## config.mk

```make
export PLATFORM = sky130hd
export DESIGN_NAME = spi_target
export DESIGN_NICKNAME = d
export VERILOG_FILES = /design/src/rtl/spi_pkg.sv /design/src/rtl/spi_target_sync.sv /design/src/rtl/spi_target.sv
export SDC_FILE = /design/constraint.sdc
export NUM_CORES = 1
export LEC_CHECK = 0
export BUFFER_PORTS_ARGS = -buffer_cell sky130_fd_sc_hd__buf_2
export CAP_MARGIN = 20
export CORE_MARGIN = 2
export CORE_UTILIZATION = 40
export DETAILED_ROUTE_END_ITERATION = 10
export GPL_ROUTABILITY_DRIVEN = 0
export SLEW_MARGIN = 5
export SYNTH_ARGS = -nofsm -noshare
export SYNTH_HDL_FRONTEND = slang
export SYNTH_SLANG_ARGS = --single-unit
```

## constraint.sdc

```tcl
create_clock -name i_clk -period 2.1 [get_ports i_clk]
set_clock_uncertainty 0.1 [all_clocks]
set_input_delay 0 -clock i_clk [delete_from_list [all_inputs] [get_ports i_clk]]
set_output_delay 0 -clock i_clk [all_outputs]
set_load 0.03 [all_outputs]
```

## src/rtl/spi_pkg.sv

```systemverilog
// Shared constants and state encoding for the SPI target.
package spi_pkg;

   localparam int unsigned SPI_WORD_W = 8;
   localparam int unsigned CPOL_IDX   = 1;
   localparam int unsigned CPHA_IDX   = 0;

   localparam logic [SPI_WORD_W-1:0] UNDERRUN_BYTE = 8'h00;

   typedef enum logic {
      StIdle  = 1'b0,
      StShift = 1'b1
   } spi_state_e;

endpackage

```

## src/rtl/spi_target_sync.sv

```systemverilog
// Two-flop synchronizer with asynchronous active-low reset and selectable reset value.
module spi_target_sync #(
   parameter logic ResetVal = 1'b0
) (
   input  logic i_clk,
   input  logic i_rst_n,
   input  logic i_d,
   output logic o_q
);

   logic r_meta;
   logic r_sync;

   always_ff @(posedge i_clk or negedge i_rst_n) begin
      if (!i_rst_n) begin
         r_meta <= ResetVal;
         r_sync <= ResetVal;
      end else begin
         r_meta <= i_d;
         r_sync <= r_meta;
      end
   end

   assign o_q = r_sync;

endmodule

```

## src/rtl/spi_target.sv

```systemverilog
// Oversampling SPI target, all four modes, MSB-first, one-entry TX holding register.
// Define SPI_TARGET_ERR_EN to add sticky underrun / frame-error flags with i_err_clr.
module spi_target
   import spi_pkg::*;
(
   input  logic                  i_clk,
   input  logic                  i_rst_n,
   input  logic [1:0]            i_mode,
   input  logic                  i_sclk,
   input  logic                  i_cs_n,
   input  logic                  i_copi,
   output logic                  o_cipo,
   output logic                  o_cipo_oe,
   input  logic [SPI_WORD_W-1:0] i_tx,
   input  logic                  i_tx_valid,
   output logic                  o_tx_ready,
   output logic [SPI_WORD_W-1:0] o_rx,
   output logic                  o_rx_valid,
`ifdef SPI_TARGET_ERR_EN
   input  logic                  i_err_clr,
   output logic                  o_tx_underrun,
   output logic                  o_frame_err,
`endif
   output logic                  o_busy
);

   logic w_sclk_s, w_cs_s, w_copi_s;

   spi_target_sync #(.ResetVal(1'b0)) u_sync_sclk (
      .i_clk(i_clk), .i_rst_n(i_rst_n), .i_d(i_sclk), .o_q(w_sclk_s)
   );
   spi_target_sync #(.ResetVal(1'b1)) u_sync_cs (
      .i_clk(i_clk), .i_rst_n(i_rst_n), .i_d(i_cs_n), .o_q(w_cs_s)
   );
   spi_target_sync #(.ResetVal(1'b0)) u_sync_copi (
      .i_clk(i_clk), .i_rst_n(i_rst_n), .i_d(i_copi), .o_q(w_copi_s)
   );

   logic       r_sclk_q, r_cs_q;
   logic       r_sclk_rise, r_sclk_fall, r_cs_rise, r_cs_fall;
   logic [1:0] r_warm;
   logic       r_armed;

   // CS_n fall detection is armed only once the synchronizer has shown a real high after
   // reset, so a CS_n held low across reset cannot start a frame mid-transfer.
   always_ff @(posedge i_clk or negedge i_rst_n) begin
      if (!i_rst_n) begin
         r_sclk_q    <= 1'b0;
         r_cs_q      <= 1'b1;
         r_sclk_rise <= 1'b0;
         r_sclk_fall <= 1'b0;
         r_cs_rise   <= 1'b0;
         r_cs_fall   <= 1'b0;
         r_warm      <= 2'b00;
         r_armed     <= 1'b0;
      end else begin
         r_sclk_q    <= w_sclk_s;
         r_cs_q      <= w_cs_s;
         r_sclk_rise <= w_sclk_s & ~r_sclk_q;
         r_sclk_fall <= ~w_sclk_s & r_sclk_q;
         r_cs_rise   <= w_cs_s & ~r_cs_q;
         r_cs_fall   <= ~w_cs_s & r_cs_q & r_armed;
         r_warm      <= {r_warm[0], 1'b1};
         r_armed     <= r_armed | (r_warm[1] & w_cs_s);
      end
   end

   spi_state_e            r_state;
   logic [1:0]            r_mode;
   logic [2:0]            r_cnt;
   logic [SPI_WORD_W-1:0] r_rx_sh, r_rx, r_tx_sh, r_hold;
   logic                  r_rx_valid, r_hold_full;

   logic                  w_lead, w_trail, w_in_frame, w_sample, w_shift, w_start;
   logic                  w_load, w_accept;
   logic [SPI_WORD_W-1:0] w_load_byte, w_rx_next;

   assign w_lead      = r_mode[CPOL_IDX] ? r_sclk_fall : r_sclk_rise;
   assign w_trail     = r_mode[CPOL_IDX] ? r_sclk_rise : r_sclk_fall;
   assign w_in_frame  = (r_state == StShift) & ~r_cs_rise;
   assign w_sample    = w_in_frame & (r_mode[CPHA_IDX] ? w_trail : w_lead);
   assign w_shift     = w_in_frame & (r_mode[CPHA_IDX] ? w_lead : w_trail);
   assign w_start     = (r_state == StIdle) & r_cs_fall;
   // Every byte boundary is a shift edge with the counter at zero, in both phases.
   assign w_load      = (w_start & ~i_mode[CPHA_IDX]) | (w_shift & (r_cnt == 3'd0));
   assign w_accept    = i_tx_valid & ~r_hold_full;
   assign w_load_byte = r_hold_full ? r_hold : UNDERRUN_BYTE;
   assign w_rx_next   = {r_rx_sh[SPI_WORD_W-2:0], w_copi_s};

   always_ff @(posedge i_clk or negedge i_rst_n) begin
      if (!i_rst_n) begin
         r_hold      <= '0;
         r_hold_full <= 1'b0;
      end else if (w_accept) begin
         r_hold      <= i_tx;
         r_hold_full <= 1'b1;
      end else if (w_load) begin
         r_hold_full <= 1'b0;
      end
   end

   always_ff @(posedge i_clk or negedge i_rst_n) begin
      if (!i_rst_n) begin
         r_state    <= StIdle;
         r_mode     <= 2'b00;
         r_cnt      <= 3'd0;
         r_rx_sh    <= '0;
         r_rx       <= '0;
         r_rx_valid <= 1'b0;
         r_tx_sh    <= '0;
      end else begin
         r_rx_valid <= 1'b0;
         unique case (r_state)
            StIdle: begin
               if (r_cs_fall) begin
                  r_state <= StShift;
                  r_mode  <= i_mode;
                  r_cnt   <= 3'd0;
                  r_rx_sh <= '0;
                  r_tx_sh <= w_load ? w_load_byte : '0;
               end
            end
            StShift: begin
               if (r_cs_rise) begin
                  r_state <= StIdle;
                  r_tx_sh <= '0;
               end else begin
                  if (w_sample) begin
                     r_rx_sh <= w_rx_next;
                     r_cnt   <= r_cnt + 3'd1;
                     if (r_cnt == 3'd7) begin
                        r_rx       <= w_rx_next;
                        r_rx_valid <= 1'b1;
                     end
                  end
                  if (w_shift) begin
                     r_tx_sh <= w_load ? w_load_byte : {r_tx_sh[SPI_WORD_W-2:0], 1'b0};
                  end
               end
            end
         endcase
      end
   end

   assign o_busy     = (r_state == StShift);
   assign o_cipo_oe  = o_busy;
   assign o_cipo     = o_busy & r_tx_sh[SPI_WORD_W-1];
   assign o_tx_ready = ~r_hold_full;
   assign o_rx       = r_rx;
   assign o_rx_valid = r_rx_valid;

`ifdef SPI_TARGET_ERR_EN
   logic r_tx_underrun, r_frame_err;
   logic w_underrun, w_frame_err;

   assign w_underrun  = w_load & ~r_hold_full;
   assign w_frame_err = (r_state == StShift) & r_cs_rise & (r_cnt != 3'd0);

   // A new error event in the clear cycle wins over the clear.
   always_ff @(posedge i_clk or negedge i_rst_n) begin
      if (!i_rst_n) begin
         r_tx_underrun <= 1'b0;
         r_frame_err   <= 1'b0;
      end else begin
         if (w_underrun)     r_tx_underrun <= 1'b1;
         else if (i_err_clr) r_tx_underrun <= 1'b0;
         if (w_frame_err)    r_frame_err   <= 1'b1;
         else if (i_err_clr) r_frame_err   <= 1'b0;
      end
   end

   assign o_tx_underrun = r_tx_underrun;
   assign o_frame_err   = r_frame_err;
`endif

endmodule

```

Word-level counts from Yosys, hierarchy flattened --
Cells that the tools add are included. W data, S select, Z words.
Operators by class: add/subtract/negate cells 1, multiply operators 0, div/mod/pow operators 0, magnitude comparators 0, equal/unequal tests 5, shift operators 0, mux-type cells 28, bitwise operators 24, reduce and logical (&&, ||, !) cells 6
Operators by type and width (count):
- $mux W8 | 6
- $mux W7 | 3
- $pmux W8 S2 | 1
- $and A1 B1 Y1 | 14
- $pmux W7 S2 | 1
- $mux W1 | 12
- $mux W3 | 3
- $not A1 Y1 | 8
- $pmux W3 S2 | 1
- $ne A2 B2 Y1 const B | 2
- $reduce_and A2 Y1 | 2
- $reduce_and A4 Y1 | 1
- $add A3 B1 Y3 const B | 1
- $eq A3 B3 Y1 const B | 1
- $logic_not A3 Y1 | 1
- $ne A3 B2 Y1 const B | 1
- $reduce_and A3 Y1 | 1
- $ne A2 B1 Y1 const B | 1
- $or A1 B1 Y1 | 2
- $pmux W1 S2 | 1
- $reduce_bool A2 Y1 | 1
Storage, ports and cells: flip-flop bits (word level) 54, latch bits 0, memory bits (writable) 0, bits in read-only memories 0, output and inout bits 13, word-level logic and storage cells 87, memories 0

Logic depth before layout (Yosys ltp) --
depth after elaboration 9, depth in mapped cells 6, gate-level depth less buffers 6

By module --
Synthesis repeated with hierarchy kept, for this count alone.
Unflattened totals: cell total of the unflattened synthesis 181, area total of the unflattened synthesis 2269.7 um^2
By module, submodules not included:
- spi_target | instances 1, cells an instance 175, area an instance 2117.0 um^2, seq. area each 1202.4 um^2
- spi_target_sync at u_sync_copi ... | instances 2, cells an instance 2, area an instance 50.0 um^2, seq. area each 50.0 um^2
- spi_target_sync at u_sync_cs | instances 1, cells an instance 2, area an instance 52.6 um^2, seq. area each 52.6 um^2

Least setup slack after synthesis --
Ideal clock, no wire load.
kind reg-to-reg, start register r_mode[1], end register r_rx[0] (netlist: o_rx[0]), arrival 1.613 ns, data required time 1.875 ns, slack 0.262 ns, stages on the path, launching flop included 6, path buffers 1, cell sequence dfrtp_1 > xnor2_2 > mux2_4 > and3_4 > buf_6 > mux2_4
Between the ends: longest elaborated chain between the ends 4, elaborated cells between the ends (all ways) 5, classes of those cells 3 x mux; 1 x bitwise; 1 x reduce/logical
Ends and longest elaborated chain:
- start: declaration | line spi_target.sv:69 | logic [1:0] r_mode;
- start signal: assignment | line spi_target.sv:117 | r_mode <= i_mode;
- $mux W1, on equally long branches | line spi_target.sv:78, spi_target.sv:79
- $mux W1 (*) | line spi_target.sv:81 | assign w_sample = w_in_frame & (r_mode[CPHA_IDX] ? w_trail : w_lead);
- $and A1 B1 Y1 (*) | line spi_target.sv:81
- $reduce_and A4 Y1 (no source line) (*)
- end signal: assignment | line spi_target.sv:132 | r_rx <= w_rx_next;
- end: declaration | line spi_target.sv:71 | logic [SPI_WORD_W-1:0] r_rx_sh, r_rx, r_tx_sh, r_hold;
Every way passes the cells marked *; elsewhere a longest branch is shown, timed or not. A chain may end at the register's enable or synchronous reset.

Worst setup path after layout --
start register r_mode[1], end register r_rx[5] (netlist: o_rx[5])
Same word-level chain as after synthesis.

==> reports/results.tsv <==
metric	value	unit
synth_warnings	0	
clk_pin_slew_worst_paths	0.09	ns
placed_area	2600	um^2
p_leak	1.315	nW
syn_to_final_growth	20.41	%
timing.final.crit_period	1.801	ns
avgSynthCellArea	12.26	um^2
numCtsBuffers	5	
critPathRequiredTime	2.19	ns
io_buffers	28	
crit_chain	xnor2_2 > mux2_4 > and3_4 > mux2_4	
stdcell_count	314	
crit_fanout	15	
switching_share	0.3406	
dp.cells	292	
p_clk_frac	0.190	
grt_max_degree	55	
root_buffer	clkbuf_8	
period_share	0.8577	
ys.flop_type	dfrtp_1	
power_density	1245	nW/um^2
final_max_slew_viol_count	0	
overflow	0	
timing.fmax	555.2	MHz
placement_rows	28	
clockBufferDepth	2	
die_h	80.91	um
dr.pass1.iters	4	
path_common_cell	mux2_4	
ioPinCount	29	
viasPerCell	5.096	
power_frac_seq	0.462	
cp_slowest_cell	dfrtp_1	
ir_drop	0.0005683	V
async_reset_ff_frac	1.000	
yosysUniqueCellTypes	37	
final_common_cell	dfrtp_1	
cts_tree	done	
stdcell_area	2849	um^2
outcome	finished, final reports clean	
hold_violations	0	
detail-route-antenna-nets	0	
p_switching	0.001208	W
layout.nets	257	
syn_nets	212	
pwr-share-comb	0.348	
antenna_found_initial	0	
synthCells	193	
rsz0062_at_grt	false	
worst-setup-path-type	reg2reg	
design.die.area	6546	um^2
start_kind	flip-flop	
tns	0	ns
drc	0	
grt_pass1_vias	1559	
cp_slowest_stage_delay	0.42	ns
hold_class	in2reg	
synth_edf_count	0	
layout_common_cells	dfrtp_1, buf_2, nand2_1, a21oi_1, dlygate4sd3_1	
wl_per_cell	13.33	um
finish.utilization	0.4899	
ys_ff_latch	54	
grtUsageTotal	0.1431	
max_cap_violations	0	
dieWidth	80.91	um
routed_wl	4185	um
cts.repair.resized	0	
synth_area	2366	um^2
grt_pass1_wl	7169	um
clock_latency	0.30	ns
critPathCaptureType	flip-flop	
p_int	0.002339	W
core_area	5816	um^2
p_total	0.003547	W
cts_sinks	54	
yosysSeqAreaShare	0.5727	
via_count	1600	
drive_above_1_share	0.3054	
dpl.hpwl	2737	um
n_fill_cell	535	
start_util	0.4068	
diodes	0	
worstMarginPinSlew	0.6554	ns
crit_arrival	1.89	ns
drt_iter0_drc	82	
relSlewSlack	0.5631	
htree_num_levels	2	
setup_viol	0	
==> per-stage QoR <==
| step | hold WS (ns) | worst slack [ns] |
|---|---|---|
| finish | 0.01421 | 0.2987 |
| global route | 0.01026 | 0.2491 |
| CTS | 0.0006098 | 0.2872 |
| detailed placement | 0.006572 | 0.3073 |
| global placement | 0.004680 | 0.3357 |
| floorplan | -0.3956 | 0.2624 |
==> path summary, 6_finish.rpt <==
kind / slack, ns / end / startpoint / cells after the start
setup / recovery: 0.30 / o_rx[5]$_DFFE_PN0P_ / r_mode[1]$_DFFE_PN0N_ / 4
hold / removal: 0.01 / r_hold_full$_DFFE_PN0P_ / i_tx_valid / 3
setup reg to reg: 0.30 / o_rx[5]$_DFFE_PN0P_ / r_mode[1]$_DFFE_PN0N_ / 4
hold reg to reg: 0.26 / u_sync_sclk.o_q$_DFF_PN0_ / u_sync_sclk.r_meta$_DFF_PN0_ / 0
max in group asynchronous: 1.23 / r_tx_sh[1]$_DFFE_PN0P_ / i_rst_n / 3
min in group asynchronous: 0.24 / o_rx[1]$_DFFE_PN0P_ / i_rst_n / 3
==> kinds of logic after synthesis <==
| group | share of synthesized area |
|---|---|
| AOI/OAI and AO/OA | 0.1338 |
| and+or+nand+nor | 0.1132 |
| muxes | 0.1179 |
| adders and majority gates | 0.01587 |
| buffers and inverters | 0.03807 |
| other | 0.001585 |
| xor gates and xnor gates | 0.006877 |
| DFF | 0.5727 |
==> what timing repair did <==
item | CTS | global route
setup buffers | 0 | 0
endpoints found under the hold margin | 64 | 0
hold buffers | 14 | 0
==> flip-flops by register name (all words and copies together), names as in the netlist, 2 cells and up <==
signal / flops
o_rx: 8
r_hold: 8
r_tx_sh: 8
r_rx_sh: 7
r_cnt: 3
r_mode: 2
r_warm: 2
==> layout make-up <==
cell class,count,area (um^2),share of cell area
clock buffer,5,68.82,0.02415
clock inverter,3,40.04,0.01405
timing repair buffer,52,355.3,0.1247
inverter,4,15.01,0.005270
sequential,54,1355,0.4756
multi-input combinational,121,920.9,0.3232
tap,75,93.84,0.03294
==> synth_stat cells (4+ instances only) <==
| library cell | instances | share of area |
|---|---|---|
| a41oi_1 | 8 | 0.030 |
| a221o_1 | 5 | 0.021 |
| mux2_4 | 9 | 0.057 |
| a21o_1 | 4 | 0.013 |
| nand2_1 | 14 | 0.022 |
| dfrtp_1 | 51 | 0.54 |
| inv_1 | 4 | 0.0063 |
| and3_1 | 6 | 0.016 |
| a21oi_1 | 14 | 0.030 |
| clkbuf_1 | 7 | 0.011 |
| nor2b_1 | 5 | 0.013 |
| mux2_2 | 11 | 0.052 |
| a22oi_1 | 6 | 0.019 |
| nand3_1 | 12 | 0.025 |
==> routing by layer <==
layer / GRT usage / vias up / routed length [um]
li1: - / 791 / -
met2: 0.2430 / 37 / 1993
met1: 0.1722 / 765 / 1971
met3: 0.03889 / 7 / 163
met5: 0 / - / 0
met4: 0.05763 / 0 / 57
==> power by group through the flow <==
stage | Sequential, W | Combinational, W | Clock, W
2_1_floorplan | 0.00169 | 0.000869 | 0
3_3_place_gp | 0.00164 | 0.00120 | 0
3_5_place_dp | 0.00166 | 0.00122 | 0
4_1_cts | 0.00164 | 0.00125 | 0.000703
5_1_grt | 0.00169 | 0.00137 | 0.000746
6_report | 0.00164 | 0.00123 | 0.000675
==> critical path, delay by kind of cell, from the launching register on <==
family | cells | cell delay (ns)
simple gates | 1 | 0.27
mux | 2 | 0.70
flops | 1 | 0.42
xor+xnor | 1 | 0.20
No activity file was read; power rests on OpenSTA's default activity.
